<file path="src/rtl/toggle_meter_pkg.sv">
// Shared types for the toggle period meter: FSM state type and its encoding.
package toggle_meter_pkg;

  localparam logic [1:0] ST_IDLE_ENC = 2'b00;
  localparam logic [1:0] ST_MEAS_ENC = 2'b01;
  localparam logic [1:0] ST_TOUT_ENC = 2'b10;

  typedef enum logic [1:0] {
    IDLE = ST_IDLE_ENC,
    MEAS = ST_MEAS_ENC,
    TOUT = ST_TOUT_ENC
  } meter_state_t;

endpackage

</file>
<file path="src/rtl/sync_edge_det.sv">
// Two-flop synchroniser plus history flop; sig_edge flags any level change
// of an asynchronous input, one sys_clk cycle wide.
module sync_edge_det (
  input  logic sys_clk,
  input  logic sys_rst_n,
  input  logic async_in,
  output logic sig_edge
);

  logic s1;
  logic s2;
  logic s3;

  // Reset to 0 so a high input after reset is seen as a rising transition.
  always_ff @(posedge sys_clk or negedge sys_rst_n) begin
    if (!sys_rst_n) begin
      s1 <= 1'b0;
      s2 <= 1'b0;
      s3 <= 1'b0;
    end else begin
      s1 <= async_in;
      s2 <= s1;
      s3 <= s2;
    end
  end

  assign sig_edge = s2 ^ s3;

endmodule

</file>
<file path="src/rtl/toggle_period_meter.sv">
// Measures the half-period of an asynchronous toggle input in sys_clk cycles,
// with a valid strobe and a timeout flag. Optional macro EXPECT_CHECK_EN adds
// period_err, a tolerance check of each measurement against EXP_HALF.
module toggle_period_meter
  import toggle_meter_pkg::*;
#(
  parameter int               CNT_W   = 25,
  parameter logic [CNT_W-1:0] TIMEOUT = 25'd100
`ifdef EXPECT_CHECK_EN
  ,
  parameter logic [CNT_W-1:0] EXP_HALF = 25'd25,
  parameter logic [CNT_W-1:0] TOL      = 25'd1
`endif
) (
  input  logic             sys_clk,
  input  logic             sys_rst_n,
  input  logic             sig_in,
  output logic [CNT_W-1:0] half_period,
  output logic             meas_valid,
  output logic             timeout
`ifdef EXPECT_CHECK_EN
  ,
  output logic             period_err
`endif
);

  localparam logic [CNT_W-1:0] ONE = {{(CNT_W-1){1'b0}}, 1'b1};

  meter_state_t     state;
  meter_state_t     state_nxt;
  logic [CNT_W-1:0] cnt;
  logic [CNT_W-1:0] cnt_nxt;
  logic [CNT_W-1:0] cnt_inc;
  logic [CNT_W-1:0] half_nxt;
  logic             valid_nxt;
  logic             timeout_nxt;
  logic             sig_edge;

  sync_edge_det u_sync (
    .sys_clk   (sys_clk),
    .sys_rst_n (sys_rst_n),
    .async_in  (sig_in),
    .sig_edge  (sig_edge)
  );

  assign cnt_inc = cnt + ONE;

`ifdef EXPECT_CHECK_EN
  logic [CNT_W:0] diff;
  logic [CNT_W:0] abs_diff;
  logic           out_of_tol;
  logic           err_nxt;

  // One spare bit so the sign of (measured - expected) survives the subtract.
  always_comb begin
    diff       = {1'b0, cnt_inc} - {1'b0, EXP_HALF};
    abs_diff   = diff[CNT_W] ? (~diff + 1'b1) : diff;
    out_of_tol = (abs_diff > {1'b0, TOL});
  end
`endif

  // Next-state and registered-output logic; an edge always beats the timeout.
  always_comb begin
    state_nxt   = state;
    cnt_nxt     = cnt;
    half_nxt    = half_period;
    valid_nxt   = 1'b0;
    timeout_nxt = timeout;
`ifdef EXPECT_CHECK_EN
    err_nxt     = period_err;
`endif
    unique case (state)
      IDLE: begin
        cnt_nxt = '0;
        if (sig_edge) begin
          state_nxt = MEAS;
        end
      end
      MEAS: begin
        cnt_nxt = cnt_inc;
        if (sig_edge) begin
          half_nxt  = cnt_inc;
          valid_nxt = 1'b1;
          cnt_nxt   = '0;
`ifdef EXPECT_CHECK_EN
          err_nxt   = out_of_tol;
`endif
        end else if (cnt == TIMEOUT - ONE) begin
          state_nxt   = TOUT;
          timeout_nxt = 1'b1;
          cnt_nxt     = cnt;
`ifdef EXPECT_CHECK_EN
          err_nxt     = 1'b1;
`endif
        end
      end
      TOUT: begin
        // The interval that ends here began before the timeout, so no strobe.
        if (sig_edge) begin
          state_nxt   = MEAS;
          cnt_nxt     = '0;
          timeout_nxt = 1'b0;
        end
      end
      default: begin
        state_nxt = IDLE;
        cnt_nxt   = '0;
      end
    endcase
  end

  always_ff @(posedge sys_clk or negedge sys_rst_n) begin
    if (!sys_rst_n) begin
      state       <= IDLE;
      cnt         <= '0;
      half_period <= '0;
      meas_valid  <= 1'b0;
      timeout     <= 1'b0;
    end else begin
      state       <= state_nxt;
      cnt         <= cnt_nxt;
      half_period <= half_nxt;
      meas_valid  <= valid_nxt;
      timeout     <= timeout_nxt;
    end
  end

`ifdef EXPECT_CHECK_EN
  always_ff @(posedge sys_clk or negedge sys_rst_n) begin
    if (!sys_rst_n) begin
      period_err <= 1'b0;
    end else begin
      period_err <= err_nxt;
    end
  end
`endif

endmodule

</file>
<file path="config.mk">
export PLATFORM = sky130hd
export DESIGN_NAME = toggle_period_meter
export DESIGN_NICKNAME = d
export VERILOG_FILES = /design/src/rtl/toggle_meter_pkg.sv /design/src/rtl/sync_edge_det.sv /design/src/rtl/toggle_period_meter.sv
export SDC_FILE = /design/constraint.sdc
export NUM_CORES = 1
export LEC_CHECK = 0
export ABC_AREA = 0
export CELL_PAD_IN_SITES_DETAIL_PLACEMENT = 0
export CELL_PAD_IN_SITES_GLOBAL_PLACEMENT = 1
export CORE_MARGIN = 2
export CORE_UTILIZATION = 40
export CTS_CLUSTER_SIZE = 24
export DETAILED_ROUTE_END_ITERATION = 12
export GPL_ROUTABILITY_DRIVEN = 0
export PLACE_DENSITY = 0.77
export SYNTH_ARGS = -nofsm -noshare
export SYNTH_HDL_FRONTEND = slang
export SYNTH_SLANG_ARGS = --single-unit
</file>
<file path="constraint.sdc">
create_clock -name sys_clk -period 2.05 [get_ports sys_clk]
set_input_delay 0.615 -clock sys_clk [delete_from_list [all_inputs] [get_ports sys_clk]]
set_output_delay 0.615 -clock sys_clk [all_outputs]
set_load 0.01 [all_outputs]
</file>
# After elaboration in Yosys (flattened, before gate mapping)
# Cells that the tools add are included.
[classes] add_sub_neg=1 mul=0 div=0 order_cmp=0 eq_ne=8 shift=0 mux=14 bitwise_logic=1 n_reduce_logical=7
[op_table] cell="$mux W25" count=3
[op_table] cell="$pmux W25 S2" count=1
[op_table] cell="$add A25 B1 Y25 const B" count=1
[op_table] cell="$eq A25 B7 Y1 const B" count=1
[op_table] cell="$mux W2" count=3
[op_table] cell="$ne A2 B2 Y1 const B" count=3
[op_table] cell="$mux W1" count=5
[op_table] cell="$pmux W2 S2" count=1
[op_table] cell="$reduce_and A2 Y1" count=2
[op_table] cell="$reduce_and A4 Y1" count=1
[op_table] cell="$ne A3 B3 Y1 const B" count=1
[op_table] cell="$reduce_and A3 Y1" count=1
[op_table] cell="$eq A2 B1 Y1 const B" count=1
[op_table] cell="$eq A2 B2 Y1 const B" count=1
[op_table] cell="$logic_not A2 Y1" count=1
[op_table] cell="$ne A2 B1 Y1 const B" count=1
[op_table] cell="$pmux W1 S2" count=1
[op_table] cell="$reduce_bool A2 Y1" count=1
[op_table] cell="$reduce_or A2 Y1" count=1
[op_table] cell="$xor A1 B1 Y1" count=1
[word_totals] regBits=57 latchBits=0 ramBits=0 mem_bits_ro=0 in_bits=3 word_cells=39 mem_count=0

# Depth between registers and ports, before layout
[depth] ltp_word=4 mapped_depth=7 ltp_nobuf=6

# Modules after synthesis
# A second synthesis with hierarchy kept.
[unflattened] cells_unflattened=308 hier_area_um2=2881.5
[by_module_without_submodules] mod="toggle_period_meter" instances=1 cells_each=304 area_per_inst_um2=2797.7 seq_area_each_um2=1351.3
[by_module_without_submodules] mod="sync_edge_det" instances=1 cells_each=4 area_per_inst_um2=83.8 seq_area_each_um2=75.1

# Worst setup path after synthesis
# OpenSTA, ideal clock, no wires.
[synth_path] path_kind="reg-to-reg" start="reg cnt[0]" end="reg cnt[22]" setup_ps=118 arrival_time_ps=1614 t_required_ps=1932 setup_slack_ps=318 path_stages_with_launch=7 cell_sequence="dfrtp_1 ha_1 nand4_1 or3_4 nor3_4 o21ai_0 a21o_1"
[synth_via] elab_chain_len=4 elab_cells_between_ends=7 cone_classes="add/sub (1); eq/ne (2); mux (3); reduce/logical (1)"
[synth_rtl] item="start, declared" line_no="toggle_period_meter.sv:31" text="logic [CNT_W-1:0] cnt;"
[synth_rtl] item="start signal, assigned" line_no="toggle_period_meter.sv:121" text="cnt <= cnt_nxt;"
[synth_rtl] item="$add A25 B1 Y25" line_no="toggle_period_meter.sv:46" text="assign cnt_inc = cnt + ONE;"
[synth_rtl] item="$mux W25" line_no="toggle_period_meter.sv:88" text="end else if (cnt == TIMEOUT - ONE) begin"
[synth_rtl] item="$mux W25" line_no="toggle_period_meter.sv:81" text="if (sig_edge) begin"
[synth_rtl] item="$pmux W25 S2" line_no="toggle_period_meter.sv:72" text="unique case (state)"
# Parallel ways exist; a longest one is shown, timed or not. The select of a mux whose other input is x is not followed.
# A chain may end at the register's enable or synchronous reset.

# Worst setup path after layout
[layout_path] start="reg state[1]" end="reg half_period[11]"
[layout_via] elab_chain_len=2
[layout_rtl] item="start, declared" line_no="toggle_period_meter.sv:29" text="meter_state_t state;"
[layout_rtl] item="start signal, assigned" line_no="toggle_period_meter.sv:120" text="state <= state_nxt;"
[layout_rtl] item="$eq A2 B1 Y1" line_no="toggle_period_meter.sv:72"
[layout_rtl] item="$reduce_and A2 Y1 (no source line)"
[layout_rtl] item="end signal, assigned" line_no="toggle_period_meter.sv:122" text="half_period <= half_nxt;"
[layout_rtl] item="end, declared" line_no="toggle_period_meter.sv:18" text="output logic [CNT_W-1:0] half_period,"
# No other way between the ends.

==> out/qor.log <==
qor: timing.layout_setup_ws 155 ps
qor: timing.worst_slew_margin 29.8%
qor: timing.worst_clock_skew 8.91 ps
qor: synthesis.syn_inst 299
qor: setup_path.cp.required 2230 ps
qor: route.initialDrtViolationCount 125
qor: final_layout.layout.filler_cells 713
qor: route.routed_wire_length_per_instance 15.3 microns
qor: floorplanning.die_y 89.2 microns
qor: clock_tree.clock_latency 350 ps
qor: clock_tree.ctsRootBufferMaster clkbuf_8
qor: synthesis.synth_largest_area_cell dfrtp_1
qor: final_layout.number_of_standard_cells_in_the_layout_taps_in_and_fillers_out 438
qor: final_layout.final_area 3510 sq um
qor: synthesis.syn-cell-area 2900 sq um
qor: route.wirelength 6710 microns
qor: clock_tree.cts.htree.levels 3
qor: floorplanning.starting_density_of_the_core 40.7%
qor: setup_path.worst-setup-path-type flop to flop
qor: synthesis.synth.top_cells.by_area dfrtp_1, a21oi_1, o21ai_0, nor2_1, xnor2_1
qor: synthesis.post_synth.cell_area_avg 9.70 sq um
qor: final_layout.design.final.nets 338
qor: pwr.static-leakage-power 1.45 nW
qor: synthesis.ys_seq_elements 57
qor: timing.final_max_slew_viol_count 0
qor: pwr.p_comb_share 16.0%
qor: synthesis.synth_top_area_share 49.2%
qor: placed_design.placed_cells 421
qor: synthesis.dominantRegCellSynth dfrtp_1
qor: clock_tree.clock_path_buffers 2
qor: job.maxCapViolations 0
qor: route.drt_pass1_iterations 4
qor: synthesis.post_synth_num_cell_types 42
qor: timing.rsz0062_at_grt false
qor: pwr.power_density 819 nW/um^2
qor: status.run_status completed
qor: pwr.power_switching 0.000751 W
qor: global_routing.grt.total_usage 17.9%
qor: route.antenna_violating_nets_post_route 0
qor: global_routing.antenna_found_initial 0
qor: placed_design.preCtsSetupSlack 54.2 ps
qor: final_layout.drive_gt1_share 13.9%
qor: synthesis.synth_async_reset_ratio 100%
qor: floorplanning.core_region_area 7140 sq um
qor: setup_path.worst_path_max_fanout 24
qor: global_routing.via_count_of_the_first_global_routing_pass 2,197
qor: final_layout.insertedDiodeCount 0
qor: timing.fmax 528 MHz
qor: pwr.switching_portion_of_total_power 26.1%
qor: synthesis.synth_enable_flop_cells 0
qor: floorplanning.ioPinCount 30
qor: route.via_per_inst 5.33
qor: pwr.internal_power 0.00212 W
qor: final_layout.area_growth 21.0%
qor: placed_design.post-dp-hpwl 4230 microns
qor: timing.setup_viol_count_final 0
qor: global_routing.grt_overflow 0
qor: clock_tree.cts_setup_buffers 0
qor: floorplanning.die_area 7950 sq um
qor: route.via_count 2,334
qor: global_routing.pin_count_of_the_biggest_net_entering_global_routing 58
qor: clock_tree.clkTransAtPathRegs 70 ps
qor: clock_tree.ctsResizeCount 0
qor: placed_design.dpl_cell_area 3290 sq um
qor: clock_tree.cts_num_sinks 57
qor: synthesis.synth_nets 303
qor: clock_tree.tritoncts_clock_tree yes
qor: floorplanning.core.rowCount 31
qor: timing.shortest_period_the_worst_path_allows 1890 ps
qor: timing.final.period_utilization 92.4%
qor: synthesis.synth-warning-count 0
qor: final_layout.ff_latch_area 1430 sq um
qor: timing.finalHoldViolCount 0
qor: final_layout.finish.utilization 49.2%
qor: setup_path.setup.worst_path.end_class flop
qor: synthesis.yosysSeqAreaShare 49.2%
qor: timing.worstMarginPinSlew 1050 ps
qor: timing.setup-tns-final 0 ps
qor: setup_path.crit_path_start_kind flop
qor: pwr.fraction_of_power_consumed_by_the_clock_network 39.8%
qor: placed_design.place.port_buffers 29
qor: clock_tree.number_of_buffers_created_by_cts 9
qor: pwr.worst_ir_drop_vdd 0.000346 V
qor: route.drt_drc_violations_left 0
qor: setup_path.critical_path_arrival 2080 ps
qor: hold_path.holdCritPathClass primary input to asynchronous set/reset pin
qor: floorplanning.die_width 89.2 microns
qor: global_routing.grt_pass1_wl 10,700 microns
qor: clock_tree.number_of_buffers_inserted_by_hold_repair_at_cts 0
qor: pwr.power.sequential.fraction 44.3%
qor: final_layout.multi_input_comb_area 1340 sq um
[flip-flops by register name, summed over array words and instances (netlist names)]
| signal | flops |
|---|---|
| state | 2 |
| cnt | 25 |
| half_period | 25 |
| u_sync.s2 | 1 |
| u_sync.s3 | 1 |
| timeout | 1 |
| u_sync.s1 | 1 |
| meas_valid | 1 |
[final timing paths]
| check | from | to | slack (ps) | cells past startpoint |
|---|---|---|---|---|
| worst max-delay path | state[1] | half_period[11] | 160 | 3 |
| worst min-delay path | sys_rst_n | meas_valid | 270 | 2 |
| worst max register to register | state[1] | half_period[11] | 160 | 3 |
| worst min register to register | u_sync.s1 | u_sync.s2 | 350 | 0 |
| max in group asynchronous | sys_rst_n | half_period[2] | 1530 | 2 |
| min in group sys_clk | u_sync.s1 | u_sync.s2 | 350 | 0 |
[cell families (layout without fill, tap and decap cells)]
| group | Yosys count | after routing | share of synthesized area, % |
|---|---|---|---|
| muxes | 1 | 1 | 0.388 |
| DFF | 57 | 57 | 49.2 |
| xor gates and xnor gates | 24 | 24 | 7.24 |
| AOI/OAI and AO/OA | 90 | 90 | 18.0 |
| buffers and inverters | 24 | 63 | 5.22 |
| and+or+nand+nor | 102 | 103 | 19.5 |
| adders and majority gates | 1 | 1 | 0.431 |
[power groups by stage]
stage	clock, W	sequential (W)	combinational, W
global route	0.00122	0.00129	0.000514
global placement	0	0.00129	0.000453
finish	0.00114	0.00127	0.000459
floorplan	0	0.00133	0.000186
CTS	0.00118	0.00128	0.000461
detailed placement	0	0.00130	0.000458
[per-layer routing]
layer | part of all wire, % | global-route usage, % | wire (microns)
met1 | 47 | 23.4 | 3140
met2 | 48 | 28.4 | 3220
met3 | 3.1 | 5.26 | 207
met4 | 2.2 | 6.51 | 149
met5 | 0 | 0 | 0
[cells in the mapped netlist, drive strengths merged, types with 3 or more instances]
library cell and number:
a21o 3, nor2 34, o21ai 28, and3 3, inv 6, nand2b 3, and4 3, nand3 13
xor2 12, buf 8, nand2 23, nor3 5, xnor2 12, clkbuf 9, o31ai 13, a21oi 33
nand4 7, a31oi 9, dfrtp 57, nor4 6, or3 3
[worst max-delay path: stages (launching register included)]
cell and delay, ps:
dfrtp_1 430, nand2b_1 290, nor2_2 870, a21oi_1 140
[through the flow]
step / hold WS [ps] / total power, W
finish: 270 / 0.00288
global route: 289 / 0.00302
CTS: 272 / 0.00291
detailed placement: 341 / 0.00175
global placement: 338 / 0.00175
floorplan: 319 / 0.00151
[cells in the final DEF, fill, tap and decap left out, drive strengths merged]
| master | synthesis | routed |
|---|---|---|
| xor2 | 12 | 12 |
| mux2 | 1 | 1 |
| nand4 | 7 | 7 |
| nor4b | 1 | 1 |
| inv | 6 | 6 |
| nand2 | 23 | 23 |
| nand2b | 3 | 3 |
| xnor2 | 12 | 12 |
| clkinv | 0 | 3 |
| a21oi | 33 | 33 |
| clkbuf | 9 | 10 |
| or3 | 3 | 3 |
| nor4 | 6 | 6 |
| ha | 1 | 1 |
| a22oi | 1 | 1 |
| bufinv | 0 | 2 |
| clkdlybuf4s50 | 0 | 28 |
| nor3 | 5 | 5 |
| or2 | 1 | 1 |
| and3 | 3 | 3 |
| a21o | 3 | 3 |
| o31ai | 13 | 13 |
| o22ai | 2 | 2 |
| o41ai | 1 | 1 |
| and4 | 3 | 3 |
| nand3 | 13 | 13 |
| o21ai | 28 | 28 |
| clkinvlp | 0 | 1 |
| nor2 | 34 | 35 |
| dfrtp | 57 | 57 |
| a31oi | 9 | 9 |
| buf | 8 | 13 |
[cell type report]
cell class                      count  share of cell area [%]
Tap cell                           99                    3.53
Inverter                            6                   0.641
Timing Repair Buffer               41                    11.0
Sequential cell                    57                    40.6
Clock inverter                      6                    2.35
Multi-Input combinational cell    219                    38.2
Clock buffer                       10                    3.64
No activity file was read; power rests on OpenSTA's default activity.
